## config.mk

```make
export PLATFORM = sky130hd
export DESIGN_NAME = complete_arbiter
export DESIGN_NICKNAME = d
export VERILOG_FILES = /design/src/rtl/complete_arbiter_pkg.sv /design/src/rtl/complete_arbiter_rr_arbiter.sv /design/src/rtl/complete_arbiter.sv
export SDC_FILE = /design/constraint.sdc
export NUM_CORES = 1
export LEC_CHECK = 0
export ABC_AREA = 0
export BUFFER_PORTS_ARGS = -buffer_cell sky130_fd_sc_hd__buf_2
export CORE_MARGIN = 5
export CORE_UTILIZATION = 35
export DETAILED_ROUTE_END_ITERATION = 10
export PLACE_DENSITY = 0.6
export REMOVE_ABC_BUFFERS = 1
export SLEW_MARGIN = 20
export SYNTH_ARGS = -nofsm -noshare
export SYNTH_HDL_FRONTEND = slang
export SYNTH_SLANG_ARGS = --single-unit
```

## constraint.sdc

```tcl
create_clock -name clk -period 2.1 [get_ports clk]
set_clock_uncertainty 0.2 [all_clocks]
set_input_delay 0.42 -clock clk [delete_from_list [all_inputs] [get_ports clk]]
set_output_delay 0.42 -clock clk [all_outputs]
set_load 0.005 [all_outputs]
```

## src/rtl/complete_arbiter_pkg.sv

```systemverilog
// Shared completion types for the execute pipes, the completion arbiter and decode-issue.
package complete_arbiter_pkg;

  localparam int c_reg_addr_bits    = 5;
  localparam int c_data_bits        = 32;
  localparam int c_max_seq_num_bits = 32;

  // seq_num is sized for the widest supported tag; users keep the low p_seq_num_bits bits.
  typedef struct packed {
    logic [c_max_seq_num_bits-1:0] seq_num;
    logic [c_reg_addr_bits-1:0]    waddr;
    logic [c_data_bits-1:0]        wdata;
    logic                          wen;
  } completion_t;

  function automatic int ptr_bits(input int n);
    return (n > 1) ? $clog2(n) : 1;
  endfunction

endpackage

```

## src/rtl/complete_arbiter_rr_arbiter.sv

```systemverilog
// Round-robin grant: scans requests starting at the pointer and returns a one-hot
// grant together with the pointer to use after that grant is taken.
module rr_arbiter
  import complete_arbiter_pkg::*;
#(
  parameter int p_num_reqs = 2,
  localparam int c_pw = ptr_bits(p_num_reqs)
) (
  input  logic [p_num_reqs-1:0] req_i,
  input  logic [c_pw-1:0]       ptr_i,
  input  logic                  en_i,
  output logic [p_num_reqs-1:0] gnt_o,
  output logic [c_pw-1:0]       ptr_nxt_o
);

  logic [c_pw:0]   cand_s;
  logic            found_s;
  logic [c_pw-1:0] gidx_s;

  always_comb begin
    gnt_o   = '0;
    found_s = 1'b0;
    gidx_s  = '0;
    cand_s  = '0;
    for (int k = 0; k < p_num_reqs; k++) begin
      cand_s = {1'b0, ptr_i} + (c_pw+1)'(k);
      if (cand_s >= (c_pw+1)'(p_num_reqs)) begin
        cand_s = cand_s - (c_pw+1)'(p_num_reqs);
      end else begin
        cand_s = cand_s;
      end
      for (int j = 0; j < p_num_reqs; j++) begin
        if (!found_s && en_i && req_i[j] && (cand_s == (c_pw+1)'(j))) begin
          found_s  = 1'b1;
          gnt_o[j] = 1'b1;
          gidx_s   = c_pw'(j);
        end else begin
          found_s = found_s;
        end
      end
    end
  end

  always_comb begin
    if (found_s) begin
      if (gidx_s == c_pw'(p_num_reqs - 1)) begin
        ptr_nxt_o = '0;
      end else begin
        ptr_nxt_o = gidx_s + c_pw'(1);
      end
    end else begin
      ptr_nxt_o = ptr_i;
    end
  end

endmodule

```

## src/rtl/complete_arbiter.sv

```systemverilog
// Shares the single completion/writeback path among the execute pipes, registering
// the round-robin winner onto the completion bus and counting contended cycles.
module complete_arbiter
  import complete_arbiter_pkg::*;
#(
  parameter int p_num_pipes    = 2,
  parameter int p_seq_num_bits = 5,
  parameter int p_stat_bits    = 16
) (
  input  logic                                  clk,
  input  logic                                  rst,
  input  logic [p_num_pipes-1:0]                req_val,
  output logic [p_num_pipes-1:0]                req_rdy,
  input  logic [p_num_pipes*p_seq_num_bits-1:0] req_seq_num,
  input  logic [p_num_pipes*5-1:0]              req_waddr,
  input  logic [p_num_pipes*32-1:0]             req_wdata,
  input  logic [p_num_pipes-1:0]                req_wen,
  output logic                                  complete_val,
  output logic [p_seq_num_bits-1:0]             complete_seq_num,
  output logic [4:0]                            complete_waddr,
  output logic [31:0]                           complete_wdata,
  output logic                                  complete_wen,
  output logic [p_stat_bits-1:0]                contention_count
);

  localparam int c_pw = ptr_bits(p_num_pipes);

  logic [c_pw-1:0]        rr_ptr_q, rr_ptr_d;
  logic [p_num_pipes-1:0] gnt_s;
  logic                   xfer_s;
  logic                   contend_s;
  completion_t            sel_s, cmp_q, cmp_d;
  logic                   val_q, val_d;
  logic [p_stat_bits-1:0] cnt_q, cnt_d;

  // The completion bus never back-pressures, so the arbiter is always enabled.
  rr_arbiter #(.p_num_reqs(p_num_pipes)) u_rr (
    .req_i     (req_val),
    .ptr_i     (rr_ptr_q),
    .en_i      (1'b1),
    .gnt_o     (gnt_s),
    .ptr_nxt_o (rr_ptr_d)
  );

  assign req_rdy   = gnt_s;
  assign xfer_s    = |(req_val & gnt_s);
  assign contend_s = (req_val & (req_val - p_num_pipes'(1))) != '0;

  always_comb begin
    sel_s = '0;
    for (int i = 0; i < p_num_pipes; i++) begin
      if (gnt_s[i]) begin
        sel_s.seq_num = c_max_seq_num_bits'(req_seq_num[i*p_seq_num_bits +: p_seq_num_bits]);
        sel_s.waddr   = req_waddr[i*c_reg_addr_bits +: c_reg_addr_bits];
        sel_s.wdata   = req_wdata[i*c_data_bits +: c_data_bits];
        sel_s.wen     = req_wen[i];
      end else begin
        sel_s = sel_s;
      end
    end
  end

  // Data fields hold when idle; only complete_val tells consumers whether they are live.
  always_comb begin
    val_d = xfer_s;
    if (xfer_s) begin
      cmp_d = sel_s;
    end else begin
      cmp_d = cmp_q;
    end
    if (contend_s && (cnt_q != '1)) begin
      cnt_d = cnt_q + p_stat_bits'(1);
    end else begin
      cnt_d = cnt_q;
    end
  end

  always_ff @(posedge clk) begin
    if (!rst) begin
      rr_ptr_q <= '0;
      val_q    <= 1'b0;
      cmp_q    <= '0;
      cnt_q    <= '0;
    end else begin
      rr_ptr_q <= rr_ptr_d;
      val_q    <= val_d;
      cmp_q    <= cmp_d;
      cnt_q    <= cnt_d;
    end
  end

  assign complete_val     = val_q;
  assign complete_seq_num = cmp_q.seq_num[p_seq_num_bits-1:0];
  assign complete_waddr   = cmp_q.waddr;
  assign complete_wdata   = cmp_q.wdata;
  assign complete_wen     = cmp_q.wen;
  assign contention_count = cnt_q;

endmodule

```

Word-level counts from Yosys, hierarchy flattened

Cells that the tools add are included.

Register bits after elaboration: 61
Input port bits: 90
Output and inout bits: 62
Logic and storage cells: 49

Add/subtract/negate cells: 6
$lt $le $gt $ge: 2
Eq/ne operators: 3
Multiplexer cells: 14
Bitwise logic cells: 2
Reduce and logical (&&, ||, !) cells: 15

Operators with widths:

| operator              | count |
|---|---|
| $mux 43               | 2 |
| $add 16x1->16 const B | 1 |
| $ne 16x16->1 const B  | 1 |
| $mux 1                | 10 |
| $logic_and 1x1->1     | 8 |
| $and 2x2->2           | 2 |
| $eq 2x1->1 const B    | 2 |
| $logic_not 2->1       | 2 |
| $mux 2                | 2 |
| $logic_not 1->1       | 3 |
| $add 1x1->2 const B   | 1 |
| $ge 1x2->1 const B    | 1 |
| $ge 2x2->1 const B    | 1 |
| $reduce_bool 2->1     | 1 |
| $reduce_or 2->1       | 1 |
| $sub 1x2->2 const B   | 1 |
| $sub 2x1->2 const B   | 1 |
| $sub 2x2->2 const B   | 1 |
| $add 1x1->1 const B   | 1 |

Longest topological paths before layout

Gate-level depths: netlist of run 1.

Word-level depth: 19
Depth in mapped cells: 6
Depth with buffers taken out: 5

Hierarchy

Synthesis of run 1 repeated with hierarchy kept, for this count alone.

Cells, all modules: 314
Area total of the unflattened synthesis: 2646.3 um2

By module, submodules not included:

| module           | instances | cells each | area an instance (um2) | sequential area each (um2) |
|---|---|---|---|---|
| complete_arbiter | 1         | 307        | 2610.0                 | 1221.2 |
| rr_arbiter       | 1         | 7          | 36.3                   | 0.0 |

Worst setup path after synthesis of run 1

OpenSTA, ideal clock, no wires.

Path kind: input to output
Start: in req_val[1]
End: out req_rdy[1]
Arrival time: 1.277 ns
Required time: 1.480 ns
Path slack: 0.203 ns
Stages: 4
Path buffers: 3
Cells stage by stage: buf_2 buf_2 buf_1 a21boi_0

Cells in the longest elaborated chain, start to end: 11
Elaborated cells between the ends (all ways): 12
Those cells by class: mux: 4; reduce/logical: 8

Ends and longest elaborated chain:

| element                        | RTL line                          | text |
|---|---|---|
| from (decl)                    | complete_arbiter.sv:12            | `input logic [p_num_pipes-1:0] req_val,` |
| $logic_and 1x1->1 (2 in a row) | complete_arbiter_rr_arbiter.sv:33 | `if (!found_s && en_i && req_i[j] && (cand_s == (c_pw+1)'(j))) begin` |
| $mux 1                         | complete_arbiter_rr_arbiter.sv:33 |  |
| $logic_not 1->1                | complete_arbiter_rr_arbiter.sv:33 |  |
| $logic_and 1x1->1 (2 in a row) | complete_arbiter_rr_arbiter.sv:33 |  |
| $mux 1                         | complete_arbiter_rr_arbiter.sv:33 |  |
| $logic_not 1->1                | complete_arbiter_rr_arbiter.sv:33 |  |
| $logic_and 1x1->1 (2 in a row) | complete_arbiter_rr_arbiter.sv:33 |  |
| $mux 1 (*)                     | complete_arbiter_rr_arbiter.sv:33 |  |
| to (decl)                      | complete_arbiter.sv:13            | `output logic [p_num_pipes-1:0] req_rdy,` |

Every way passes the cells marked *; elsewhere a longest branch is shown, timed or not.

Final worst setup path of run 1

Start: in req_val[0]
End: out req_rdy[1]

Cells in the longest elaborated chain, start to end: 14
Elaborated cells between the ends (all ways): 15
Those cells by class: mux: 5; reduce/logical: 10

Ends and longest elaborated chain:

| element                        | RTL line |
|---|---|
| $logic_and 1x1->1              | complete_arbiter_rr_arbiter.sv:33 |
| $mux 1                         | complete_arbiter_rr_arbiter.sv:33 |
| $logic_not 1->1                | complete_arbiter_rr_arbiter.sv:33 |
| $logic_and 1x1->1 (2 in a row) | complete_arbiter_rr_arbiter.sv:33 |
| $mux 1                         | complete_arbiter_rr_arbiter.sv:33 |
| $logic_not 1->1                | complete_arbiter_rr_arbiter.sv:33 |
| $logic_and 1x1->1 (2 in a row) | complete_arbiter_rr_arbiter.sv:33 |
| $mux 1                         | complete_arbiter_rr_arbiter.sv:33 |
| $logic_not 1->1                | complete_arbiter_rr_arbiter.sv:33 |
| $logic_and 1x1->1 (2 in a row) | complete_arbiter_rr_arbiter.sv:33 |
| $mux 1 (*)                     | complete_arbiter_rr_arbiter.sv:33 |

Marked as above.

==> run summary, run 1 <==
The tools report the timing-limited maximum frequency as 503 MHz. The run gives 1.96 nW as the static leakage power. The fraction of the cycle the final worst path needs is 0.946.

The clock slew seen by the registers of the worst setup and hold paths was 0.07 ns; the met2 layer wire length in the routed design was 5010 um. The number of max-slew violations in the final report is 0, and the combined global-route utilization of all metal layers is 0.185. In this run the clock root is driven by a sky130_fd_sc_hd__clkbuf_8.

Counting the fill cells in the layout gives 946. At the later pin of the worst-skew pair, clock insertion delay measures 0.34 ns. The tools report the count of hold buffers inserted by post-cts repair as 0. For the overall die area, the log shows 11600 um^2. TritonCTS built the clock tree. Leaving out fill and tap cells, the most frequent cells in the layout are sky130_fd_sc_hd__buf_2, sky130_fd_sc_hd__nor2_1, sky130_fd_sc_hd__dfxtp_1. For the initial cell density of the core, the log shows 0.360. The total area inside the core boundary comes to 9280 um^2. For the worst setup path, the data arrival time is 1.37 ns.

Across the whole layout, storage elements account for 1220 um^2. The cell area that synthesis handed to floorplanning was 3350 um^2. The detailed placer's ending HPWL was 7730 um; the number of instances resized during post-cts repair was 0. In this run, synthesis produced a sequential element count of 61. The tools report the setup fix buffers added after clock tree synthesis as 0. Start-to-end type of the worst setup path: input port to output port.

In this run the power density over the cells is 608 nW/um^2. After detailed routing, the met3 layer carries 1090 um of wire. STA puts the critical path data required time at 1.48 ns. The routability congestion estimate from global placement was 0.841. The H-tree was split into 3 levels. The transition time at the pin with the least slew margin works out to 0.500 ns.

The run finished with clean final reports. The headroom to the max-slew limit is 0.667, and the largest net degree at the start of global routing is 58. The signed area change from the synthesized netlist to the final layout works out to 33.4%. In this run the critical register-to-register path is launched from contention_count[5].

The maximum number of buffers from clock root to sink is 2, and the initial antenna violation count is 0. Max-cap violations in this run came to 0. Leaving out fill and tap cells, the most frequent cell in the layout is sky130_fd_sc_hd__buf_2. The worst register-to-register path ends at contention_count[14]. Yosys printed 0 warnings.

The average wire length per cell after detail routing is 15.9 um. The path with the worst hold slack has its endpoint at complete_wdata[4]. After detailed routing, the wire length on met1 is 4550 um. The logs give 36 for the count of cell types in the netlist and 0.000279 V for the worst IR drop on VDD. Setup repair after global routing left no endpoint under its margin. The worst hold path passes through 3 cells. For this run, the detailed router's first-pass iteration total came to 4. Dividing the detail-routed via count by the number of cells gives 5.11. The total via count after detailed routing is 3452. The smallest clock period supported by the final layout is computed as 1.99 ns. The tree built by TritonCTS fans out to 61 sinks. After the last flow step, the layout net total stands at 633.

After detailed routing, the number of remaining DRC violations is 0. In the synthesized netlist, the number of instances is 393. The I/O pin count is 152.

The count of endpoints failing hold in the final timing report came out at 0. After the first detailed-routing iteration, the DRC count stood at 103. The average cell area after synthesis came out at 8.51 um^2. The worst register-to-register path has a depth of 4. Summed over all failing endpoints, the final setup total negative slack is 0 ns. The tools report the final number of setup-violating endpoints as 0.

The min-delay analysis places its worst path in the category input port to flop. In this run the vertical extent of the chip is 108 um. 0 antenna diodes ended up in the layout. The number of rows in the core area was 35; the share of final-layout standard cells stronger than drive strength 1 was 0.426.

The worst setup path is launched from an input port. Of all nets on the critical path, the largest fanout is 43. The logs give 0.365 for the sequential area share after synthesis and 1980 um^2 for the total area of multi-input combinational cells. The count of input and output buffers was 151. Start point of the worst min-delay path: req_wdata[4]. In this run the remaining antenna-violating nets after routing total 0. The worst setup path is captured at an output port. The final-layout worst hold slack was 0.162 ns. The highest layer touched by signal routing is met4.

Summed over all layers, the global routing overflow is 0. For the worst-case register-to-register setup slack, the log shows 0.21 ns. The completed layout was analyzed and its total power is 2.71 mW. The via count of the first global-routing pass is 3501. The final routed wirelength across all metal layers is 10800 um, and the global-route wire length before repair is 17100 um. The overall die width works out to 108 um. The run gives 9 as the total clock buffers created by CTS.
[worst max-delay path by stage]
| stage | startpoint | endpoint | cells after the start |
|---|---|---|---|
| detailed placement | req_val[1] | complete_wdata[10] | 6 |
| global placement | req_val[0] | req_rdy[1] | 4 |
| floorplan | rr_ptr_q | req_rdy[0] | 3 |
| CTS | req_val[0] | req_rdy[1] | 4 |
| finish | req_val[0] | req_rdy[1] | 4 |
| global route | req_val[0] | req_rdy[1] | 4 |
[report_power, final]
| part | leakage [nW] | switching (mW) | internal, mW |
|---|---|---|---|
| clock network | 0.0829 | 0.479 | 0.421 |
| registers | 0.505 | 0.0368 | 1.23 |
| logic | 1.37 | 0.267 | 0.279 |
[Yosys cell counts]
cell type	number	area share
sky130_fd_sc_hd__a211oi_1	1	0.0022
sky130_fd_sc_hd__or3_1	5	0.0093
sky130_fd_sc_hd__buf_1	6	0.0067
sky130_fd_sc_hd__nand2_1	12	0.013
sky130_fd_sc_hd__or4_1	2	0.0045
sky130_fd_sc_hd__dfxtp_1	61	0.36
sky130_fd_sc_hd__o31ai_1	1	0.0022
sky130_fd_sc_hd__nand4_4	1	0.0064
sky130_fd_sc_hd__nor3b_1	1	0.0022
sky130_fd_sc_hd__ha_1	1	0.0037
sky130_fd_sc_hd__nand2b_1	2	0.0037
sky130_fd_sc_hd__nor4_4	1	0.0064
sky130_fd_sc_hd__o41ai_1	3	0.0079
sky130_fd_sc_hd__and2_1	1	0.0019
sky130_fd_sc_hd__o211ai_1	46	0.10
sky130_fd_sc_hd__nand4_1	3	0.0056
sky130_fd_sc_hd__buf_2	7	0.010
sky130_fd_sc_hd__a31oi_1	1	0.0019
sky130_fd_sc_hd__nand3_1	5	0.0075
sky130_fd_sc_hd__inv_1	4	0.0045
sky130_fd_sc_hd__or4_4	1	0.0034
sky130_fd_sc_hd__o311ai_2	1	0.0049
sky130_fd_sc_hd__and4_1	1	0.0026
sky130_fd_sc_hd__o21ai_0	7	0.010
sky130_fd_sc_hd__or2_2	1	0.0019
sky130_fd_sc_hd__and3_1	3	0.0056
sky130_fd_sc_hd__a21oi_1	8	0.012
sky130_fd_sc_hd__nor3_1	3	0.0045
sky130_fd_sc_hd__nor4b_1	2	0.0052
sky130_fd_sc_hd__a21boi_0	1	0.0022
sky130_fd_sc_hd__nor2_1	91	0.10
sky130_fd_sc_hd__mux2i_1	3	0.0090
sky130_fd_sc_hd__clkbuf_1	19	0.021
sky130_fd_sc_hd__mux2_2	43	0.14
sky130_fd_sc_hd__nand3b_1	44	0.099
sky130_fd_sc_hd__a41oi_1	1	0.0026
[cells by family after synthesis]
kind of cell | after synthesis | share of synthesized area
AND/OR/NAND/NOR | 179 | 0.285
AO/OA/AOI/OAI | 70 | 0.150
flip-flops | 61 | 0.365
multiplexers | 46 | 0.154
buffers and inverters | 36 | 0.0430
adder cells (fa/ha/maj) | 1 | 0.00374
[registers in the layout, summed over array words and instances, names as in the netlist]
| signal | flops |
|---|---|
| rr_ptr_q | 1 |
| complete_val | 1 |
| complete_wdata | 32 |
| complete_wen | 1 |
| complete_seq_num | 5 |
| complete_waddr | 5 |
| contention_count | 16 |
[layer usage]
metal | vias to the layer above | global-route usage
met1 | 1587 | 0.224
met5 | - | 0
li1 | 1728 | -
met3 | 9 | 0.0852
met2 | 128 | 0.295
met4 | 0 | 0.0478
[metrics by stage]
step / utilization / setup slack, ns / instances / cell area, um^2
after floorplan: - / -0.530 / 361 / 3220
after global placement: 0.464 / 0.118 / 660 / 4310
after detailed placement: 0.464 / 0.123 / 660 / 4310
after CTS: 0.481 / 0.121 / 676 / 4460
after global routing: 0.481 / 0.0246 / 676 / 4460
final: 0.481 / 0.113 / 676 / 4460
[worst max-delay path, cell delays in order]
cell,delay (ns)
sky130_fd_sc_hd__buf_2,0.15
sky130_fd_sc_hd__buf_4,0.44
sky130_fd_sc_hd__a21boi_0,0.16
sky130_fd_sc_hd__buf_2,0.16
[cell type report]
| type | count | share of cell area |
|---|---|---|
| multi-input combinational | 296 | 0.444 |
| sequential | 61 | 0.274 |
| timing repair buffer | 170 | 0.207 |
| tap | 129 | 0.0362 |
| clock buffer | 11 | 0.0294 |
| clock inverter | 5 | 0.00617 |
| inverter | 4 | 0.00336 |
Power figures use the tool's default switching activity.
==> run 2, diff against run 1 <==
Settings changed: ABC_AREA 0 to 1, GPL_ROUTABILITY_DRIVEN from default to 0, GPL_TIMING_DRIVEN from default to 0, PLACE_DENSITY 0.6 to 0.62.
==> run summary, run 2 <==
In this run the critical register-to-register path is launched from contention_count[0]. Critical path capture point type: an output port. The buffers plus inverters on the worst setup path is 2, and the yosys synthesis warning count is 0. The critical path goes through nand2_1, nand2_1, bufinv_8, buf_2. After synthesis, the netlist uses 24 different library cells. The count of input and output buffers is 151, and the average wire length per cell after detail routing is 13.5 um. The filler cells instantiated in the layout total 782. Largest area contributor in the synthesized netlist: sky130_fd_sc_hd__dfxtp_1. The HPWL after detailed placement is 6130 um.

The later pin in the worst-skew pair is clocked with a latency of 0.34 ns. Sorting the synthesized cells by area gives the leading types as sky130_fd_sc_hd__dfxtp_1, sky130_fd_sc_hd__nand2_1, sky130_fd_sc_hd__a31oi_1, sky130_fd_sc_hd__a21oi_2, sky130_fd_sc_hd__nor2_1. Counting stages on the worst path, the most repeated cell is sky130_fd_sc_hd__nand2_1. In the final design database the tool counted 634 nets.

For the worst path required time, the log shows 1.48 ns. The count of nets left with antenna violations once routing finished came out at 0. Summing all multi-input logic gate instances after layout gives 1410 um^2. The worst hold path begins at req_wdata[25]. In this run the number of cells on the critical path is 4. The floorplan has 32 rows. The logs give 0.472 for the headroom to the max-slew limit and 0 for the number of max-slew violations in the final report. From left edge to right edge, the die measures 99.1 um. The data arrival time of the critical path was 1.40 ns; the static leakage power was 1.76 nW. The fraction of the cycle the final worst path needs is 0.960. Post-CTS timing repair inserted 0 buffers for setup. In the layout the commonest cells are sky130_fd_sc_hd__nand2_1, sky130_fd_sc_hd__buf_2, sky130_fd_sc_hd__dfxtp_1. In this run the worst setup path begins at rr_ptr_q. The shortest clock period the worst path allows after layout was 2.02 ns. The run finished with clean final reports. Entering global routing, the biggest net connects 46 pins. The tools report the initial cell density of the core as 0.360.

In this run the count of I/O pins placed on the die edge is 152. Counting the buffers created by CTS gives 9. CTS saw 61 sinks. For the pin with the worst max-slew slack, the measured transition is 0.791 ns. The logs give 0 for the initial antenna violation count and 2 for the maximum number of buffers from clock root to sink. The largest stage delay on the critical path came out at 0.35 ns. Setup repair after global routing left no endpoint under its margin. Number of instances in the synthesized netlist: 399.

The share of final-layout standard cells stronger than drive strength 1 works out to 0.350. The largest fanout on the critical path was 44. Registers take 1220 um^2. The run gives 0.18 ns as the worst-case register-to-register setup slack.

The cell with the largest stage delay on the worst path was sky130_fd_sc_hd__dfxtp_1. CTS placed an instance of sky130_fd_sc_hd__clkbuf_8 at the clock tree root. Leaving out fill and tap cells, the most frequent cell in the layout is sky130_fd_sc_hd__nand2_1. The H-tree depth came out at 3. The path class of the lowest-slack min-delay path was input port to flop. Among all flip-flop cells after synthesis, the most frequent one is sky130_fd_sc_hd__dfxtp_1. The global-route wire length before repair was 14300 um. Yosys mapped a number of flops with a built-in enable equal to 0. For the total via count after detailed routing, the log shows 3060.

The run gives 0 as the number of design rule violations left after detail routing. The area share of the largest cell type after synthesis works out to 0.439. The endpoint identified for the worst register-to-register timing path is contention_count[4].

Following the worst setup path forward leads to its endpoint at req_rdy[0]. The floorplan step set the die height to 99.1 um. Among cell families on the critical path, the largest total delay comes from buffers and inverters. TritonCTS built the clock tree. The flip-flop count of the largest register, all copies and words added is 32, and the number of iterations in the first detailed-routing pass is 4. The area of all placed cells without fillers was 3790 um^2.

The clock slew seen by the registers of the worst setup and hold paths is 0.07 ns. The placed instance area was 3590 um^2. The core region is 7730 um^2.

Summed over all layers, the global routing overflow is 0. In this run the power density over the cells is 678 nW/um^2. By count the netlist is led by sky130_fd_sc_hd__nand2_1, sky130_fd_sc_hd__dfxtp_1, sky130_fd_sc_hd__a31oi_1.

The logs give 0 ns for the total negative slack and 8780 um for the final routed wirelength across all metal layers. The total of max-cap violations is 0, and the sequential area share after synthesis is 0.439. For the timing-limited maximum frequency, the log shows 496 MHz. The logs give 0 for the final number of setup-violating endpoints and 0.179 for the combined global-route utilization of all metal layers. For the count of endpoints failing hold in the final timing report, the log shows 0. Compared with the post-synthesis result, the final layout area differs by 36.3%. The critical path is of the flop to output port type.

The via count of the first global-routing pass was 3074; the register bit count reported by yosys was 61. sky130_fd_sc_hd__nand2_1 is the most common cell in the netlist. Across the VDD grid, the largest voltage drop is 0.000355 V. The tools report the nature of the critical path startpoint as a flop. The detailed router finished its first iteration with 96 violations. The logs give 2780 um^2 for the post-synth design cell area and 2.57 mW for the total power draw. The tools report the total inserted antenna cells as 0.

Using the TritonRoute via totals, the vias-per-cell ratio works out to 4.72. Setup slack on the critical path of the routed design comes to 0.0848 ns. The async set-or-reset flop fraction in the synthesized netlist was 0. For the final-layout worst hold slack, the log shows 0.141 ns. Average cell area after synthesis: 6.97 um^2. The cell depth of the worst flop-to-flop path is 7, and the setup slack at placement is -0.270 ns.

The tools report the overall die area as 9830 um^2.
==> run 2: cell types whose count changed in the layout (fill, tap and decap cells not counted), sizes merged, moves of 5 or more <==
cell,before,now
a21oi,8,13
a31oi,1,43
buf,170,152
inv,4,15
mux2,43,0
nand2,12,194
nand3b,44,0
nor2,91,26
o211ai,46,0
or3,5,0
==> run 2: worst min-delay path by stage <==
stage                         end  depth (start not counted)
6_report       complete_wdata[25]                          3
3_5_place_dp   complete_wdata[15]                          2
2_1_floorplan            rr_ptr_q                          2
4_1_cts        complete_wdata[25]                          3
5_1_grt        complete_wdata[31]                          3
3_3_place_gp             rr_ptr_q                          2
==> run 2: worst reg2reg max path: cells and delay by family (launching register included) <==
kind	cells	cell delay, ns
buffers and inverters	1	0.09
DFF	1	0.44
AOI/OAI and AO/OA	2	0.51
adders and majority gates	1	0.30
and+or+nand+nor	3	0.31
==> run 2: final cells by class <==
class                   count  share of cell area
clock buffers              12              0.0409
repair inverters            1             0.00132
clock inverters             2             0.00264
well taps                 102              0.0337
multi-input cells         301               0.373
inverters                  17              0.0218
repair buffers            152               0.205
flip-flops and latches     61               0.322
==> run 2: per-stage QoR <==
stage,util,std cells
6_report,0.491,648
5_1_grt,0.491,648
3_3_place_gp,0.462,632
3_5_place_dp,0.465,633
2_1_floorplan,-,379
4_1_cts,0.489,648
==> run 2: kinds of logic after synthesis <==
family,synth area share
fa+ha+maj,0.00450
xor+xnor,0.0189
compound gates,0.150
buf+inv,0.0567
simple gates,0.331
flops,0.439
==> run 2: power by group <==
part | internal [mW] | switching [mW] | total, mW
combinational | 0.170 | 0.207 | 0.377
sequential | 1.23 | 0.0370 | 1.26
clock | 0.476 | 0.451 | 0.928
total | 1.87 | 0.695 | 2.57
==> run 2: what timing repair did <==
| item | CTS | global route |
|---|---|---|
| hold buffers | 0 | 0 |
| hold endpoints to repair | 0 | 0 |
| gates cloned | 1 | 0 |
| endpoints found under the setup margin | 2 | 3 |
| resized for setup | 4 | 2 |
==> run 2: metal layers <==
layer / part of all wire / up-vias / track usage / routed length, um
met5: 0 / - / 0 / 0
met4: 0.017 / 0 / 0.0683 / 151
met3: 0.12 / 12 / 0.0891 / 1020
met2: 0.46 / 114 / 0.289 / 4000
met1: 0.41 / 1357 / 0.204 / 3600
li1: - / 1577 / - / -
==> run 3, diff against run 2 <==
Settings changed: CORE_MARGIN 5 to 2, REMOVE_ABC_BUFFERS 1 to default.
==> run summary, run 3 (synthesis gave the netlist of run 2 again) <==
The flow ran to the end, and the final reports show no timing, DRC or antenna violations. The post-synth net total is 490. In this run the worst path has a maximum fanout of 10.

In the final routed layout, each cell accounts on average for 13.1 um. Detailed placement ended at an HPWL of 6650 um. The die covers 8680 um^2. The worst setup path is of the flop to output port kind.

For the count of endpoints failing hold in the final timing report, the log shows 0. The combined global-route utilization of all metal layers was 0.202; the cell depth of the worst flop-to-flop path was 9. STA classifies the critical path startpoint as a flop. Together, buffers and inverters on the worst path number 3. The count of input and output buffers works out to 151.

The register cell area after layout was 1220 um^2. The fraction of the cycle the final worst path needs was 0.939. The number of iterations in the first detailed-routing pass came out at 4. The cell type with the highest occurrence count on the critical path is sky130_fd_sc_hd__buf_2. Number of rows in the core area: 32. The filler cells instantiated in the layout total 820.

Setup total negative slack on the finished layout was measured at 0 ns. STA classifies the critical path endpoint as an output port. Setup repair after global routing left no endpoint under its margin. The min-delay analysis places its worst path in the category input port to flop. The worst path required time was 1.48 ns; the data arrival time of the critical path was 1.35 ns. The largest net degree at the start of global routing was 11. Setup violations remaining at the end of the flow were counted as 0.

Power spread over the standard cell area amounts to 730 nW/um^2. The total area of multi-input combinational cells is 1410 um^2. For the headroom to the max-slew limit, the log shows 0.633.

For the worst-skew pair later-pin latency, the log shows 0.34 ns. At the pin with the least slew margin, the transition time is 0.550 ns. Leaving out fill and tap cells, the most frequent cell in the layout is sky130_fd_sc_hd__nand2_1. Hold timing on the final database bottoms out at a slack of 0.137 ns.

The number of design rule violations left after detail routing is 0. After global routing the overflow that remains totals 0. The tools report the final routed wirelength across all metal layers as 8750 um. The I/O pin count is 152, and the count of hold buffers inserted by post-cts repair is 0. The first global-routing pass estimated 13900 um of wire.

Relative to the synthesized area, the layout overhead comes to 40.3%. The slowest stage of the critical path is the sky130_fd_sc_hd__dfxtp_1 cell. The run gives 0 as the initial antenna violation count. Clock-pin slew was measured on the worst setup and hold paths at 0.07 ns.

The overall die width came out at 93.1 um. The share of final-layout standard cells stronger than drive strength 1 was 0.355. The shortest clock period the worst path allows after layout works out to 1.97 ns.

The number of max-slew violations in the final report came out at 0. The cell family contributing the most delay on the critical path is buffers and inverters. The signal on the critical path passes through o21ai_2, clkinv_2, buf_2, buf_2.

The tools report the setup fix buffers added after clock tree synthesis as 0. The tools report the cell at the root of the clock tree as sky130_fd_sc_hd__clkbuf_8. For the via count of the first global-routing pass, the log shows 2903. TritonCTS built the clock tree.

In this run the vertical extent of the chip is 93.1 um. The worst hold path passes through 3 cells. The clock sink count came out at 61. The top cell types in the final layout, fill and taps aside, are sky130_fd_sc_hd__nand2_1, sky130_fd_sc_hd__buf_2, sky130_fd_sc_hd__dfxtp_1. Summing over every cut layer, the via total after detailed routing is 3191. For this block, the initial DRC count from the detailed router was 63.

The flip-flop count of the largest register, all copies and words added is 32, and the total inserted antenna cells is 0. Maximum number of buffers from clock root to sink: 2. The via density per instance is 4.78. The run gives 507 MHz as the timing-limited maximum frequency.

The number of nets in the layout is 652. The analysis attributes to cell leakage a power of 1.83 nW. Max-cap violations in this run came to 0. The H-tree depth was 3; the worst IR drop on VDD was 0.000464 V. The largest stage delay on the critical path was 0.33 ns; the total clock buffers created by CTS was 9. The number of antenna-violating nets in the routed design is 0, and the initial cell density of the core is 0.360. The core region area was 7730 um^2; the cell count along the critical path was 4.
## run 3: worst paths after layout
path / start / to / slack (ns)
worst max-delay path: rr_ptr_q / req_rdy[1] / 0.13
worst min-delay path: rst / contention_count[12] / 0.14
worst max register to register: contention_count[0] / contention_count[3] / 0.20
worst min register to register: complete_wdata[17] / complete_wdata[17] / 0.27
## run 3: layout make-up
class	instances	area share
Clock inverter	4	0.0180
Clock buffer	12	0.0398
Tap cell	102	0.0327
Timing Repair Buffer	151	0.194
Inverter	17	0.0173
Multi-Input combinational cell	301	0.360
Buffer	20	0.0250
Sequential cell	61	0.313
## run 3: what timing repair did
action	in CTS	in global routing
cloned	0	0
endpoints found under the setup margin	2	1
resized for setup	5	2
pin swaps	0	0
## run 3: through the flow
step / instances / util / setup WS (ns) / area (um^2) / total power [mW]
final: 668 / 0.505 / 0.128 / 3900 / 2.85
after global routing: 668 / 0.505 / 0.0240 / 3900 / 2.97
after CTS: 668 / 0.504 / 0.0388 / 3900 / 2.87
after detailed placement: 652 / 0.474 / -0.00551 / 3660 / 1.68
after global placement: 652 / 0.474 / 0.0217 / 3660 / 1.67
after floorplan: 399 / - / 0.388 / 2780 / 1.47
## run 3: worst register-to-register path, delay by kind of cell (launching register included)
family / cells / cell delay, ns
simple gates: 5 / 0.52
flops: 1 / 0.44
fa+ha+maj: 1 / 0.29
buf+inv: 2 / 0.28
compound gates: 1 / 0.05
## run 3: metal layers
metal,track usage,share of wire,vias to the layer above
li1,-,-,1616
met1,0.242,0.42,1459
met2,0.341,0.48,103
met3,0.0790,0.085,13
met4,0.0527,0.012,0
met5,0,0,-
## run 3: report_power, final
| group | switching (mW) | leakage [nW] | internal (mW) |
|---|---|---|---|
| Combinational | 0.210 | 1.21 | 0.177 |
| Clock | 0.468 | 0.116 | 0.730 |
| Sequential | 0.0370 | 0.502 | 1.23 |
